## config.mk

```make
export PLATFORM = sky130hd
export DESIGN_NAME = kd_node_loader_flat
export DESIGN_NICKNAME = d
export VERILOG_FILES = /design/src/rtl/kd_tree_pkg.sv /design/src/rtl/kd_node_loader_if.sv /design/src/rtl/kd_node_readback_check.sv /design/src/rtl/kd_node_loader.sv /design/src/flat_wrapper.sv
export SDC_FILE = /design/constraint.sdc
export NUM_CORES = 1
export LEC_CHECK = 0
export BUFFER_PORTS_ARGS = -buffer_cell sky130_fd_sc_hd__buf_4
export CAP_MARGIN = 20
export CORE_AREA = 4 4 298 300
export DETAILED_ROUTE_END_ITERATION = 16
export DIE_AREA = 0 0 302 304
export HOLD_SLACK_MARGIN = 0.1
export MAX_ROUTING_LAYER = met4
export SLEW_MARGIN = 20
export SYNTH_ARGS = -nofsm -noshare
export SYNTH_HDL_FRONTEND = slang
export SYNTH_SLANG_ARGS = --single-unit
```

## constraint.sdc

```tcl
create_clock -name clk -period 4.3 [get_ports clk]
set_clock_uncertainty 0.2 [all_clocks]
set_input_delay 0.645 -clock clk [delete_from_list [all_inputs] [get_ports clk]]
set_output_delay 0.645 -clock clk [all_outputs]
set_load 0.01 [all_outputs]
```

## src/rtl/kd_tree_pkg.sv

```systemverilog
// Shared definitions for the KD-tree node array: word layout, loader states,
// and the expected-readback helper.
package kd_tree_pkg;

    localparam int STORAGE_WIDTH = 22;
    localparam int IDX_LSB       = 0;
    localparam int IDX_W         = 3;
    localparam int MED_LSB       = 11;
    localparam int MED_W         = 11;
    localparam int MAX_IDX       = 4;

    typedef enum logic [1:0] {
        ST_IDLE  = 2'd0,
        ST_LOAD  = 2'd1,
        ST_DRAIN = 2'd2,
        ST_DONE  = 2'd3
    } state_e;

    // Nodes keep only idx and median, so the unused middle bits read back as zero.
    function automatic logic [STORAGE_WIDTH-1:0] expected_readback(
        input logic [STORAGE_WIDTH-1:0] w
    );
        logic [STORAGE_WIDTH-1:0] r;
        r = '0;
        r[MED_LSB +: MED_W] = w[MED_LSB +: MED_W];
        r[IDX_LSB +: IDX_W] = w[IDX_LSB +: IDX_W];
        return r;
    endfunction

endpackage

```

## src/rtl/kd_node_loader_if.sv

```systemverilog
// Configuration stream plus node write/readback bus between the loader and
// the node array.
interface kd_node_loader_if
    import kd_tree_pkg::*;
#(
    parameter int NUM_NODES = 31
) ();

    logic                               in_valid;
    logic                               in_ready;
    logic [STORAGE_WIDTH-1:0]           in_data;
    logic [NUM_NODES-1:0]               node_wen;
    logic [STORAGE_WIDTH-1:0]           node_wdata;
    logic [NUM_NODES*STORAGE_WIDTH-1:0] node_rdata;

    // master: word source and node array; slave: the loader
    modport master (
        output in_valid, in_data, node_rdata,
        input  in_ready, node_wen, node_wdata
    );

    modport slave (
        input  in_valid, in_data, node_rdata,
        output in_ready, node_wen, node_wdata
    );

endinterface

```

## src/rtl/kd_node_readback_check.sv

```systemverilog
// Two-stage pipeline that compares each node's readback against the word
// written to it, keeping a sticky error and the first failing address.
module kd_node_readback_check
    import kd_tree_pkg::*;
#(
    parameter int NUM_NODES  = 31,
    parameter int ADDR_WIDTH = 5
) (
    input  logic                               clk,
    input  logic                               rst,
    input  logic                               clr,
    input  logic                               wr_valid,
    input  logic [ADDR_WIDTH-1:0]              wr_addr,
    input  logic [STORAGE_WIDTH-1:0]           wr_data,
    input  logic [NUM_NODES*STORAGE_WIDTH-1:0] node_rdata,
    output logic                               err_mismatch,
    output logic [ADDR_WIDTH-1:0]              err_addr
);

    logic                     v1, v2;
    logic [ADDR_WIDTH-1:0]    a1, a2;
    logic [STORAGE_WIDTH-1:0] w1, w2;
    logic [STORAGE_WIDTH-1:0] rd_sel;
    logic [STORAGE_WIDTH-1:0] exp_word;
    logic                     mismatch;

    always_comb begin
        rd_sel = '0;
        for (int k = 0; k < NUM_NODES; k++) begin
            if (a2 == ADDR_WIDTH'(k))
                rd_sel = node_rdata[k*STORAGE_WIDTH +: STORAGE_WIDTH];
        end
    end

    assign exp_word = expected_readback(w2);
    assign mismatch = v2 && (rd_sel != exp_word);

    // Stage 1 lines up with the node write, stage 2 with the settled readback.
    always_ff @(posedge clk) begin
        if (rst) begin
            v1           <= 1'b0;
            v2           <= 1'b0;
            a1           <= '0;
            a2           <= '0;
            w1           <= '0;
            w2           <= '0;
            err_mismatch <= 1'b0;
            err_addr     <= '0;
        end else begin
            v1 <= wr_valid;
            a1 <= wr_addr;
            w1 <= wr_data;
            v2 <= v1;
            a2 <= a1;
            w2 <= w1;
            if (clr) begin
                err_mismatch <= 1'b0;
                err_addr     <= '0;
            end else if (mismatch && !err_mismatch) begin
                err_mismatch <= 1'b1;
                err_addr     <= a2;
            end
        end
    end

endmodule

```

## src/rtl/kd_node_loader.sv

```systemverilog
// Write-side controller for the KD-tree internal-node array: streams words
// into nodes in address order and verifies each write by readback.
//
// state | meaning
// IDLE  | waiting for start after reset
// LOAD  | accepting words, one node write per handshake
// DRAIN | two cycles for the final write and its readback check
// DONE  | load complete, errors valid, waiting for start
module kd_node_loader
    import kd_tree_pkg::*;
#(
    parameter int NUM_NODES  = 31,
    parameter int ADDR_WIDTH = 5,
    parameter int MAX_IDX    = kd_tree_pkg::MAX_IDX
) (
    input  logic                  clk,
    input  logic                  rst,
    input  logic                  start,
    kd_node_loader_if.slave       bus,
    output logic                  busy,
    output logic                  done,
    output logic                  err_mismatch,
    output logic                  err_idx,
    output logic [ADDR_WIDTH-1:0] err_addr
);

    localparam logic [ADDR_WIDTH-1:0] LAST_ADDR = ADDR_WIDTH'(NUM_NODES - 1);

    state_e                   state;
    logic [ADDR_WIDTH-1:0]    addr;
    logic                     drain_cnt;
    logic                     in_ready_q;
    logic [NUM_NODES-1:0]     node_wen_q;
    logic [STORAGE_WIDTH-1:0] node_wdata_q;
    logic                     hs;
    logic                     start_ok;
    logic                     idx_bad;

    assign hs       = bus.in_valid && in_ready_q;
    assign start_ok = start && ((state == ST_IDLE) || (state == ST_DONE));
    assign idx_bad  = bus.in_data[IDX_LSB +: IDX_W] > IDX_W'(MAX_IDX);

    assign bus.in_ready   = in_ready_q;
    assign bus.node_wen   = node_wen_q;
    assign bus.node_wdata = node_wdata_q;

    always_ff @(posedge clk) begin
        if (rst) begin
            state        <= ST_IDLE;
            addr         <= '0;
            drain_cnt    <= 1'b0;
            in_ready_q   <= 1'b0;
            busy         <= 1'b0;
            done         <= 1'b0;
            err_idx      <= 1'b0;
            node_wen_q   <= '0;
            node_wdata_q <= '0;
        end else begin
            node_wen_q <= '0;
            case (state)
                ST_IDLE, ST_DONE: begin
                    if (start_ok) begin
                        state      <= ST_LOAD;
                        addr       <= '0;
                        err_idx    <= 1'b0;
                        in_ready_q <= 1'b1;
                        busy       <= 1'b1;
                        done       <= 1'b0;
                    end
                end
                ST_LOAD: begin
                    if (hs) begin
                        node_wen_q   <= NUM_NODES'(1) << addr;
                        node_wdata_q <= bus.in_data;
                        if (idx_bad)
                            err_idx <= 1'b1;
                        if (addr == LAST_ADDR) begin
                            state      <= ST_DRAIN;
                            in_ready_q <= 1'b0;
                            drain_cnt  <= 1'b1;
                        end else begin
                            addr <= addr + 1'b1;
                        end
                    end
                end
                ST_DRAIN: begin
                    if (drain_cnt == 1'b0) begin
                        state <= ST_DONE;
                        busy  <= 1'b0;
                        done  <= 1'b1;
                    end else begin
                        drain_cnt <= drain_cnt - 1'b1;
                    end
                end
                default: begin
                    state      <= ST_IDLE;
                    in_ready_q <= 1'b0;
                    busy       <= 1'b0;
                    done       <= 1'b0;
                end
            endcase
        end
    end

    kd_node_readback_check #(
        .NUM_NODES  (NUM_NODES),
        .ADDR_WIDTH (ADDR_WIDTH)
    ) u_check (
        .clk          (clk),
        .rst          (rst),
        .clr          (start_ok),
        .wr_valid     (hs),
        .wr_addr      (addr),
        .wr_data      (bus.in_data),
        .node_rdata   (bus.node_rdata),
        .err_mismatch (err_mismatch),
        .err_addr     (err_addr)
    );

endmodule

```

## src/flat_wrapper.sv

```systemverilog
// flat-port wrapper written by rule: the top's interface ports become plain ports
module kd_node_loader_flat import kd_tree_pkg::*;
#(
    parameter int NUM_NODES  = 31,
    parameter int ADDR_WIDTH = 5,
    parameter int MAX_IDX    = kd_tree_pkg::MAX_IDX
)
  (clk, rst, start, busy, done, err_mismatch, err_idx, err_addr, bus_in_valid, bus_in_data, bus_node_rdata, bus_in_ready, bus_node_wen, bus_node_wdata);
  kd_node_loader_if #(.NUM_NODES(NUM_NODES)) bus_i ();
  input  logic clk;
  input  logic rst;
  input  logic start;
  output logic busy;
  output logic done;
  output logic err_mismatch;
  output logic err_idx;
  output logic [ADDR_WIDTH-1:0] err_addr;
  input wire logic [$bits(bus_i.in_valid)-1:0] bus_in_valid;
  input wire logic [$bits(bus_i.in_data)-1:0] bus_in_data;
  input wire logic [$bits(bus_i.node_rdata)-1:0] bus_node_rdata;
  output wire logic [$bits(bus_i.in_ready)-1:0] bus_in_ready;
  output wire logic [$bits(bus_i.node_wen)-1:0] bus_node_wen;
  output wire logic [$bits(bus_i.node_wdata)-1:0] bus_node_wdata;
  assign bus_i.in_valid = bus_in_valid;
  assign bus_i.in_data = bus_in_data;
  assign bus_i.node_rdata = bus_node_rdata;
  assign bus_in_ready = bus_i.in_ready;
  assign bus_node_wen = bus_i.node_wen;
  assign bus_node_wdata = bus_i.node_wdata;
  kd_node_loader #(.NUM_NODES(NUM_NODES), .ADDR_WIDTH(ADDR_WIDTH), .MAX_IDX(MAX_IDX)) u_core (.clk(clk), .rst(rst), .start(start), .bus(bus_i), .busy(busy), .done(done), .err_mismatch(err_mismatch), .err_idx(err_idx), .err_addr(err_addr));
endmodule
```

==> results.tsv <==
stage	metric	value	unit
logic_synthesis	Synth top area share	0.197	
power	Peak VDD IR	0.171	mV
clock_network	worst-skew pair later-pin latency	0.38	ns
logic_synthesis	asr flop ratio synth	0	
clock_network	deepest clock path buffer count	2	
logic_synthesis	yosys synthesis warning count	0	
sta	PnR worst setup slack	0.0615	ns
route	post-route ant nets	0	
sta	Fin. Hold Viols	0	
route	first-iteration detailed-routing DRC count	1907	
worst_setup_path	Critical Path Sink Type	flop	
clock_network	CTS clk-pin slew, worst paths	0.09	ns
hold_path	depth of the worst hold-timing path	1	
cells_and_area	nets@finish	3045	
sta	worst-margin pin slew	0.929	ns
cells_and_area	fin util	0.228	
run	# Max-Cap Violations	0	
global_route	GR Overflow Total	0	
worst_setup_path	CP max FO	14	
sta	fin crit period	4.24	ns
logic_synthesis	Synth Area in Simple Gates	0.264	
logic_synthesis	Synth area leader	dfxtp_1	
logic_synthesis	Synth cell types	103	
cells_and_area	fin area	19700	um^2
cells_and_area	most frequent cells in the layout	920 x buf_4, 145 x a21oi_1, 137 x nand2_1, 129 x nor2_1, 106 x dfxtp_1	
cells_and_area	most common cell after layout, fill and taps aside	buf_4	
logic_synthesis	synth top area cells	dfxtp_1 20%, a21oi_1 6.5%, mux2i_1 6.1%	
route	TritonRoute pass-1 iters	5	
run_status	outcome	completed	
worst_setup_path	WS Path Type	flop to flop	
clock_network	H-Tree Depth	3	
logic_synthesis	Mapped Area	11300	um^2
route	aggregate routed wire length	132	mm
power	leak pwr	8.12	nW
logic_synthesis	multiplexer share of the synthesized area	0.0979	
route	vias per cell	4.85	
worst_setup_path	worst path required time	4.41	ns
clock_network	CTS tree	done	
logic_synthesis	post-synthesis sequential area ratio	0.197	
floorplan	row cnt	108	
logic_synthesis	number of synthesized flops with an enable pin	0	
placed_design	Final GP Congestion	0.969	
placed_design	pre-CTS setup slack	-0.146	ns
cells_and_area	Area growth syn-to-layout	73.9	%
route	via count	17200	
floorplan	core area	86200	um^2
global_route	vias in the first global route	17500	
logic_synthesis	Syn Nets	2246	
placed_design	DPL Wire Length	114	mm
clock_network	CTS Hold Buffers Added	0	
logic_synthesis	Cells after Synth	1529	
placed_design	Placed Instance Area	19100	um^2
logic_synthesis	syn_area_per_cell	7.40	um^2
clock_network	clock sink total	111	
placed_design	PortBufs	770	
global_route	GRT Util Overall	0.281	
sta	max frequency	236	MHz
route	DR DRC count	0	
logic_synthesis	Synth Area in XOR/XNOR	0.00852	
clock_network	cts bufs inserted	9	
sta	Rel. slew slack	0.381	
floorplan	IO Count	771	
sta	Hold WS	0.244	ns
logic_synthesis	Synth Flop Type	dfxtp_1	
hold_path	Hold Path Class	flop to flop	
power	Pwr Density	182	nW/um^2
worst_setup_path	CP Launch Type	flop	
logic_synthesis	post-synthesis adder-cell area fraction	0.00996	
floorplan	Initial Util	0.131	
global_route	initial antenna violation count	59	
cells_and_area	share of post-route cells with drive strength above 1	0.444	
floorplan	Die Footprint	91800	um^2
clock_network	Root Buffer Master	clkbuf_16	
logic_synthesis	main combinational cell family by area after synthesis	compound AO/OA/AOI/OAI gates	
sta	fin crit share	0.986	
sta	RSZ-0062 raised after global routing	no	
sta	fin. max-slew vios	0	
floorplan	Die Ht	304	um
floorplan	Die X	302	um
worst_setup_path	crit path DAT	4.35	ns
global_route	global-route wire length before repair	168	mm
route	Wirelength per Cell	37.3	um
worst_setup_path	R2R cell count	11	
sta	final setup violation count	0	
logic_synthesis	number of synthesized register bits	111	
cells_and_area	Filler Cell Count	9846	
logic_synthesis	Synth Area in Compound Gates	0.348	
global_route	largest net degree at the start of global routing	76	
[state kept, by name, indices dropped and copies added (netlist names), 2 cells and up]
name / count
u_core.bus.node_wen: 31
u_core.bus.node_wdata: 22
u_core.u_check.w1: 14
u_core.u_check.w2: 14
u_core.addr: 5
u_core.u_check.a1: 5
u_core.u_check.a2: 5
u_core.u_check.err_addr: 5
u_core.state: 2
[routing by layer]
metal  GRT usage  routed length [um]  vias to the layer above  share of wire
met3      0.0870               13700                      120           0.10
met2       0.474               63800                     1141           0.48
met1       0.327               51700                     8413           0.39
met5           -                   0                        -              0
met4      0.0614                3070                        0          0.023
li1            -                   -                     7508              -
[worst paths after layout]
| kind | slack [ns] | start | to |
|---|---|---|---|
| setup / recovery | 0.06 | u_core.u_check.a2[1] | u_core.u_check.err_addr[4] |
| hold / removal | 0.24 | u_core.u_check.w1[19] | u_core.u_check.w2[19] |
| setup reg to reg | 0.06 | u_core.u_check.a2[1] | u_core.u_check.err_addr[4] |
| hold reg to reg | 0.24 | u_core.u_check.w1[19] | u_core.u_check.w2[19] |
[through the flow]
step	total power, mW	TNS [ns]	instances
2_1_floorplan	1.69	0	1529
3_3_place_gp	2.66	-0.498	3470
3_5_place_dp	2.66	-0.663	3470
4_1_cts	3.61	0	3486
5_1_grt	3.75	0	3539
6_report	3.58	0	3542
[synthesized netlist by cell type (8+ instances only)]
cell	n
a211o_1	9
a211oi_1	25
a21o_1	18
a21oi_1	146
a221oi_1	22
a22o_1	16
a22oi_1	43
a2bb2oi_1	8
a31oi_1	13
a32o_1	8
a32oi_1	10
and2_1	10
and3_1	30
buf_2	57
buf_4	21
buf_6	11
clkbuf_1	48
dfxtp_1	111
ha_1	9
inv_1	17
mux2_2	21
mux2i_1	69
nand2_1	137
nand2b_1	17
nand3_1	37
nand3b_1	16
nand4_1	13
nor2_1	131
nor2b_1	56
nor3_1	38
nor4_1	11
o211ai_1	18
o21ai_0	91
o221ai_1	11
o22ai_1	24
o32ai_1	10
or3_1	10
[logic make-up (layout without fill, tap and decap cells)]
family	after synthesis	in the layout
fa+ha+maj	9	9
buf+inv	163	967
flops	111	111
mux	99	99
other cells	0	54
simple gates	568	568
compound gates	568	568
xor+xnor	11	11
[timing repair]
| item | 4_1_cts | 5_1_grt |
|---|---|---|
| gates resized for setup | 3 | 7 |
| pin swaps | 0 | 1 |
| setup buffers | 0 | 2 |
| endpoints found under the setup margin | 6 | 6 |
[power breakdown]
part | switching (mW) | internal [mW]
sequential | 0.0477 | 1.08
clock | 0.505 | 0.429
combinational | 0.782 | 0.740
[cell type report]
type                       instances  area (um^2)  area share
antenna                           54          135     0.00687
clock buffer                       9          225      0.0115
clock inverter                     7          101     0.00515
inverter                          20         75.1     0.00382
multi-input combinational       1255         8330       0.424
sequential                       111         2240       0.114
tap                             1155         1450      0.0735
timing repair buffer             931         7110       0.362
[worst max-delay path, stage by stage, from the launching register on]
cell and delay, ns:
dfxtp_4 0.54, buf_4 0.30, nor2b_2 0.36, nand2_1 0.24
nor2_1 0.49, a21oi_1 0.07, and4_1 0.35, nor4b_1 0.20
o311ai_1 0.49, nor4_2 0.15, a311oi_4 0.51, mux2i_1 0.24
(Power assumes the default switching activity.)
